**src/rtl/mem_seq_pkg.sv**
```systemverilog
// rtl/mem_seq_pkg.sv - shared types, codes and helpers for the memory access sequencer
package mem_seq_pkg;

  typedef enum logic [1:0] {
    ST_IDLE      = 2'd0,
    ST_ACCESS    = 2'd1,
    ST_READ_WAIT = 2'd2,
    ST_RESP      = 2'd3
  } state_t;

  localparam logic [1:0] SZ_BYTE   = 2'b00;
  localparam logic [1:0] SZ_HALF   = 2'b01;
  localparam logic [1:0] SZ_WORD   = 2'b10;
  localparam logic [1:0] SZ_SWITCH = 2'b11;

  localparam logic [2:0] CTRL_IDLE    = 3'd0;
  localparam logic [2:0] CTRL_WR_BYTE = 3'd1;
  localparam logic [2:0] CTRL_WR_WORD = 3'd2;
  localparam logic [2:0] CTRL_WR_HALF = 3'd3;
  localparam logic [2:0] CTRL_RD_BYTE = 3'd4;
  localparam logic [2:0] CTRL_RD_HALF = 3'd5;
  localparam logic [2:0] CTRL_RD_WORD = 3'd6;
  localparam logic [2:0] CTRL_SWITCH  = 3'd7;

  // Misaligned halfword/word, or a store to the switch input, is rejected.
  function automatic logic is_invalid(input logic       write,
                                      input logic [1:0] size,
                                      input logic [1:0] addr_lo);
    case (size)
      SZ_HALF:   return addr_lo[0];
      SZ_WORD:   return (addr_lo != 2'b00);
      SZ_SWITCH: return write;
      default:   return 1'b0;
    endcase
  endfunction

  function automatic logic [2:0] ctrl_code(input logic write, input logic [1:0] size);
    if (write) begin
      case (size)
        SZ_BYTE: return CTRL_WR_BYTE;
        SZ_HALF: return CTRL_WR_HALF;
        SZ_WORD: return CTRL_WR_WORD;
        default: return CTRL_IDLE;
      endcase
    end else begin
      case (size)
        SZ_BYTE: return CTRL_RD_BYTE;
        SZ_HALF: return CTRL_RD_HALF;
        SZ_WORD: return CTRL_RD_WORD;
        default: return CTRL_SWITCH;
      endcase
    end
  endfunction

endpackage

```
**src/rtl/rr_arbiter2.sv**
```systemverilog
// rtl/rr_arbiter2.sv - two-input round-robin arbiter with a last-grant pointer
module rr_arbiter2 (
  input  logic       i_clk,
  input  logic       i_rst_n,
  input  logic [1:0] i_req,
  input  logic       i_update,
  output logic [1:0] o_grant
);

  // 0 = CPU granted last, 1 = loader granted last; reset value makes CPU win first.
  logic r_last;

  always_ff @(posedge i_clk or negedge i_rst_n) begin
    if (!i_rst_n) begin
      r_last <= 1'b1;
    end else if (i_update) begin
      r_last <= o_grant[1];
    end
  end

  always_comb begin
    o_grant = i_req;
    if (i_req == 2'b11) begin
      o_grant = r_last ? 2'b01 : 2'b10;
    end
  end

endmodule

```
**src/rtl/mem_access_sequencer.sv**
```systemverilog
// rtl/mem_access_sequencer.sv - arbitrates two requesters and sequences data-RAM transactions
import mem_seq_pkg::*;

module mem_access_sequencer #(
  parameter int ADDR_W       = 16,
  parameter int READ_LATENCY = 1
) (
  input  logic                   i_clk,
  input  logic                   i_rst_n,
  input  logic [1:0]             i_req,
  input  logic [1:0]             i_req_write,
  input  logic [1:0][1:0]        i_req_size,
  input  logic [1:0][ADDR_W-1:0] i_req_addr,
  input  logic [1:0][31:0]       i_req_wdata,
  output logic [1:0]             o_ack,
  output logic                   o_err,
  output logic [31:0]            o_rdata,
  output logic                   o_busy,
  output logic [ADDR_W-1:0]      o_mem_addr,
  output logic                   o_mem_we,
  output logic [2:0]             o_mem_ctrl,
  output logic [31:0]            o_mem_wdata,
  input  logic [31:0]            i_mem_rdata
);

  state_t r_state, w_next;

  logic              r_sel, r_write, r_inv;
  logic [1:0]        r_size;
  logic [ADDR_W-1:0] r_addr;
  logic [31:0]       r_wdata;
  logic [2:0]        r_cnt;

  logic [1:0]        r_ack;
  logic              r_err, r_busy, r_mem_we;
  logic [31:0]       r_rdata, r_mem_wdata;
  logic [ADDR_W-1:0] r_mem_addr;
  logic [2:0]        r_mem_ctrl;

  logic [1:0]        w_grant;
  logic              w_take, w_gsel, w_ginv;
  logic              w_f_sel, w_f_write, w_f_inv;
  logic [1:0]        w_f_size;
  logic [ADDR_W-1:0] w_f_addr;
  logic [31:0]       w_f_wdata;
  logic              w_rd_done;

  logic [1:0]        w_ack_nxt;
  logic              w_err_nxt, w_we_nxt;
  logic [31:0]       w_rdata_nxt, w_wdata_nxt;
  logic [ADDR_W-1:0] w_addr_nxt;
  logic [2:0]        w_ctrl_nxt;

  assign w_take = (r_state == ST_IDLE) && (|i_req);

  rr_arbiter2 u_arb (
    .i_clk    (i_clk),
    .i_rst_n  (i_rst_n),
    .i_req    (i_req),
    .i_update (w_take),
    .o_grant  (w_grant)
  );

  assign w_gsel    = w_grant[1];
  assign w_ginv    = is_invalid(i_req_write[w_gsel], i_req_size[w_gsel], i_req_addr[w_gsel][1:0]);
  assign w_rd_done = (r_cnt == 3'(READ_LATENCY - 1));

  // Outputs are registered, so they are computed from the fields in force after the edge:
  // the incoming request when leaving IDLE, the latched copy otherwise.
  assign w_f_sel   = (r_state == ST_IDLE) ? w_gsel                    : r_sel;
  assign w_f_write = (r_state == ST_IDLE) ? i_req_write[w_gsel]       : r_write;
  assign w_f_size  = (r_state == ST_IDLE) ? i_req_size[w_gsel]        : r_size;
  assign w_f_addr  = (r_state == ST_IDLE) ? i_req_addr[w_gsel]        : r_addr;
  assign w_f_wdata = (r_state == ST_IDLE) ? i_req_wdata[w_gsel]       : r_wdata;
  assign w_f_inv   = (r_state == ST_IDLE) ? w_ginv                    : r_inv;

  always_ff @(posedge i_clk or negedge i_rst_n) begin
    if (!i_rst_n) begin
      r_state <= ST_IDLE;
    end else begin
      r_state <= w_next;
    end
  end

  always_comb begin
    w_next = r_state;
    case (r_state)
      ST_IDLE:      if (|i_req) w_next = w_ginv ? ST_RESP : ST_ACCESS;
      ST_ACCESS:    w_next = r_write ? ST_RESP : ST_READ_WAIT;
      ST_READ_WAIT: if (w_rd_done) w_next = ST_RESP;
      ST_RESP:      w_next = ST_IDLE;
      default:      w_next = ST_IDLE;
    endcase
  end

  always_comb begin
    w_ack_nxt   = 2'b00;
    w_err_nxt   = 1'b0;
    w_rdata_nxt = 32'd0;
    w_we_nxt    = 1'b0;
    w_ctrl_nxt  = CTRL_IDLE;
    w_addr_nxt  = '0;
    w_wdata_nxt = 32'd0;
    case (w_next)
      ST_ACCESS, ST_READ_WAIT: begin
        w_ctrl_nxt  = ctrl_code(w_f_write, w_f_size);
        w_addr_nxt  = w_f_addr;
        w_wdata_nxt = w_f_wdata;
        w_we_nxt    = (w_next == ST_ACCESS) && w_f_write;
      end
      ST_RESP: begin
        w_ack_nxt   = w_f_sel ? 2'b10 : 2'b01;
        w_err_nxt   = w_f_inv;
        w_rdata_nxt = (r_state == ST_READ_WAIT) ? i_mem_rdata : 32'd0;
      end
      default: ;
    endcase
  end

  always_ff @(posedge i_clk or negedge i_rst_n) begin
    if (!i_rst_n) begin
      r_sel       <= 1'b0;
      r_write     <= 1'b0;
      r_inv       <= 1'b0;
      r_size      <= 2'b00;
      r_addr      <= '0;
      r_wdata     <= 32'd0;
      r_cnt       <= 3'd0;
      r_ack       <= 2'b00;
      r_err       <= 1'b0;
      r_rdata     <= 32'd0;
      r_busy      <= 1'b0;
      r_mem_we    <= 1'b0;
      r_mem_ctrl  <= CTRL_IDLE;
      r_mem_addr  <= '0;
      r_mem_wdata <= 32'd0;
    end else begin
      if (w_take) begin
        r_sel   <= w_gsel;
        r_write <= i_req_write[w_gsel];
        r_inv   <= w_ginv;
        r_size  <= i_req_size[w_gsel];
        r_addr  <= i_req_addr[w_gsel];
        r_wdata <= i_req_wdata[w_gsel];
      end
      r_cnt       <= (r_state == ST_READ_WAIT) ? r_cnt + 3'd1 : 3'd0;
      r_ack       <= w_ack_nxt;
      r_err       <= w_err_nxt;
      r_rdata     <= w_rdata_nxt;
      r_busy      <= (w_next != ST_IDLE);
      r_mem_we    <= w_we_nxt;
      r_mem_ctrl  <= w_ctrl_nxt;
      r_mem_addr  <= w_addr_nxt;
      r_mem_wdata <= w_wdata_nxt;
    end
  end

  assign o_ack       = r_ack;
  assign o_err       = r_err;
  assign o_rdata     = r_rdata;
  assign o_busy      = r_busy;
  assign o_mem_we    = r_mem_we;
  assign o_mem_ctrl  = r_mem_ctrl;
  assign o_mem_addr  = r_mem_addr;
  assign o_mem_wdata = r_mem_wdata;

endmodule
```
**config.mk**
```make
export PLATFORM = sky130hd
export DESIGN_NAME = mem_access_sequencer
export DESIGN_NICKNAME = d
export VERILOG_FILES = /design/src/rtl/mem_seq_pkg.sv /design/src/rtl/rr_arbiter2.sv /design/src/rtl/mem_access_sequencer.sv
export SDC_FILE = /design/constraint.sdc
export NUM_CORES = 1
export LEC_CHECK = 0
export CAP_MARGIN = 30
export CORE_ASPECT_RATIO = 0.7
export CORE_UTILIZATION = 48
export DETAILED_ROUTE_END_ITERATION = 10
export HOLD_SLACK_MARGIN = 0.15
export PLACE_DENSITY = 0.86
export SYNTH_ARGS = -nofsm -noshare
export SYNTH_HDL_FRONTEND = slang
export SYNTH_SLANG_ARGS = --single-unit
export TNS_END_PERCENT = 20
```
**constraint.sdc**
```tcl
create_clock -name i_clk -period 5.8 [get_ports i_clk]
set_input_delay 1.16 -clock i_clk [delete_from_list [all_inputs] [get_ports i_clk]]
set_output_delay 1.16 -clock i_clk [all_outputs]
set_load 0.005 [all_outputs]
```
==> flow_metrics.py <==
metrics = {
    "worst_setup_path": {
        "critical_path_required_ns": 6.09,
        "cp.arrival_ns": 4.03,
        "crit_path_max_fanout": 37,
        "crit_path_end_kind": "flop",
        "start_kind": "input port",
        "critical_path_class": "input port to flop",
    },
    "route": {
        "drcViolationCount": 0,
        "vias": 4862,
        "avgRoutedWirePerCell_um": 17.2,
        "detail_route.vias_per_cell": 5.26,
        "drt_iter0_drc": 201,
        "ant_nets": 0,
        "wirelength_mm": 15.9,
        "drt_first_pass_iters": 5,
    },
    "die": {
        "die_x_um": 137,
        "ios": 226,
        "die_h_um": 96.4,
        "start_util": 0.492,
        "rows": 34,
        "dieArea_mm2": 0.0132,
        "fp.coreArea_mm2": 0.0124,
    },
    "logic_synthesis": {
        "ys_ff_latch": 147,
        "yosysWarnings": 0,
        "synth_cell_types": 35,
        "synth_top_area_share": 0.598,
        "netlist_instances": 540,
        "synth_area_leaders": "dfrtp_1 60%, mux2i_1 8.7%, a211oi_1 5.9%",
        "synth_area_per_cell_um2": 11.3,
        "async_flop_share": 1.00,
        "synthFlopType": "dfrtp_1",
        "syn_area_mm2": 0.00611,
        "synth_nets": 687,
        "yosysSeqAreaShare": 0.603,
        "yosysTopAreaCell": "dfrtp_1",
        "synth_edf_count": 0,
    },
    "cts": {
        "cts_resized": 0,
        "post-cts-setup-buffers": 0,
        "root_buffer": "clkbuf_16",
        "cts_max_path_buffers": 2,
        "path_clk_slew_ns": 0.06,
        "clk_latency_ns": 0.41,
        "htreeDepth": 4,
        "cts_tree": "built",
        "hold_buffers": 0,
        "cts.sinks": 147,
        "cts_buffers": 17,
    },
    "timing": {
        "tns_ns": 0,
        "slew_violations": 0,
        "rsz0062_at_grt": "false",
        "fin_worst_skew_ns": 0.00840,
        "max_freq_ghz": 0.267,
        "hold_viol": 0,
        "tightest_slew_ns": 0.936,
        "setup_viol": 0,
        "fin_crit_sh": 0.645,
        "fin_crit_ns": 3.74,
        "relSlewSlack": 0.376,
    },
    "job": {
        "cap_violations": 0,
    },
    "place": {
        "port_buffers": 225,
        "place.gp.congestion": 0.762,
        "place.detailed.hpwl_mm": 10.7,
    },
    "grt": {
        "grt_pass1_vias": 4768,
        "grt_remaining_overflow": 0,
        "grt_pass1_wl_mm": 24.3,
        "track_usage": 0.247,
        "antenna_found_initial": 0,
        "grt_max_degree": 106,
    },
    "final_layout": {
        "num-nets-final": 896,
        "synthToLayoutAreaGrowth_pct": 49.1,
        "drive_gt1_frac": 0.0604,
        "multiInputGateArea_mm2": 0.00223,
        "n_fill_cell": 833,
        "seqCellArea_mm2": 0.00368,
        "num_antenna_cells": 0,
    },
    "worst_hold_path": {
        "hold_path.class": "flop to flop",
    },
    "pwr": {
        "worst_ir_drop_vdd_mv": 0.374,
        "power_density_mw_per_mm2": 534,
        "total_power_w": 0.00486,
        "p_leak_nw": 4.10,
    },
    "outcome": {
        "status": "finished, final reports clean",
    },
}
[sequential cells by signal (all words and copies together) (netlist names), 3 cells and up]
signal / cells
o_mem_addr: 16
r_addr: 16
o_mem_wdata: 32
o_rdata: 32
o_mem_ctrl: 3
r_wdata: 32
r_cnt: 3
[cell families after synthesis]
| kind of cell | Yosys count | synth area share |
|---|---|---|
| and+or+nand+nor | 154 | 0.115 |
| DFF | 147 | 0.603 |
| AOI/OAI and AO/OA | 124 | 0.130 |
| muxes | 57 | 0.0949 |
| buffers and inverters | 48 | 0.0379 |
| adders and majority gates | 9 | 0.0184 |
| xor gates and xnor gates | 1 | 0.00143 |
[cell usage after synthesis (4+ instances only)]
cell	instances
buf_1	4
o21ai_0	57
ha_1	9
nor2_1	49
inv_1	7
and3_1	34
buf_2	5
mux2i_1	53
dfrtp_1	146
a211oi_1	48
clkbuf_1	25
o21a_1	4
a21oi_1	5
buf_6	6
nand2_1	58
[path summary, 6_finish.rpt]
path,start,to,slack (ns),cells after the start
setup / recovery,i_req[1],o_mem_addr[10],2.06,8
hold / removal,r_cnt[0],r_cnt[0],0.46,1
setup reg to reg,r_state[0],o_mem_addr[10],2.47,8
hold reg to reg,r_cnt[0],r_cnt[0],0.46,1
max in group asynchronous,i_rst_n,o_rdata[12],3.65,2
min in group asynchronous,i_rst_n,o_rdata[0],0.74,1
[area by class of cell]
class	instances	area share
timing repair buffer	230	0.254
multi-input combinational	345	0.245
clock buffer	20	0.0491
inverter	8	0.00330
sequential	147	0.404
clock inverter	12	0.0227
tap	162	0.0223
[layer usage]
| layer | GRT usage | wire length (um) |
|---|---|---|
| met2 | 0.421 | 7880 |
| met5 | 0 | 0 |
| met4 | 0.0824 | 218 |
| met3 | 0.0521 | 910 |
| met1 | 0.318 | 6880 |
[layout by cell type, fill, tap and decap left out, drive strengths merged, types with 3 or more instances in the layout]
cell type,instances
buf,6
a211oi,48
ha,9
and3,34
dfrtp,146
a21oi,5
bufinv,5
clkinvlp,4
o21a,4
nor2b,3
and2,3
o21ai,58
mux2i,53
inv,8
clkinv,3
clkbuf,20
mux2,4
nor2,49
clkdlybuf4s50,224
nand2,58
[worst max-delay path, cell delays in order]
cell and delay (ns):
clkdlybuf4s50_1 0.60, a21boi_4 0.24, mux2_2 0.38, o21a_1 0.22
ha_1 0.32, clkinv_1 0.37, buf_4 0.41, a211oi_1 0.30
[power by group]
group,internal [W],switching (W)
sequential,0.00144,0.000171
combinational,0.000893,0.00115
clock,0.000778,0.000428
total,0.00311,0.00175
[metrics by stage]
step | utilization | area, um2 | worst slack (ns) | cells | hold slack, ns
final | 0.733 | 9100 | 2.06 | 924 | 0.464
after CTS | 0.733 | 9100 | 2.08 | 924 | 0.462
after floorplan | - | 6110 | 2.82 | 540 | 0.431
after global placement | 0.678 | 8420 | 1.75 | 891 | 0.445
after detailed placement | 0.680 | 8450 | 1.66 | 892 | 0.453
after global routing | 0.733 | 9100 | 1.87 | 924 | 0.485
Note: power is estimated with default switching activity, not from simulation.
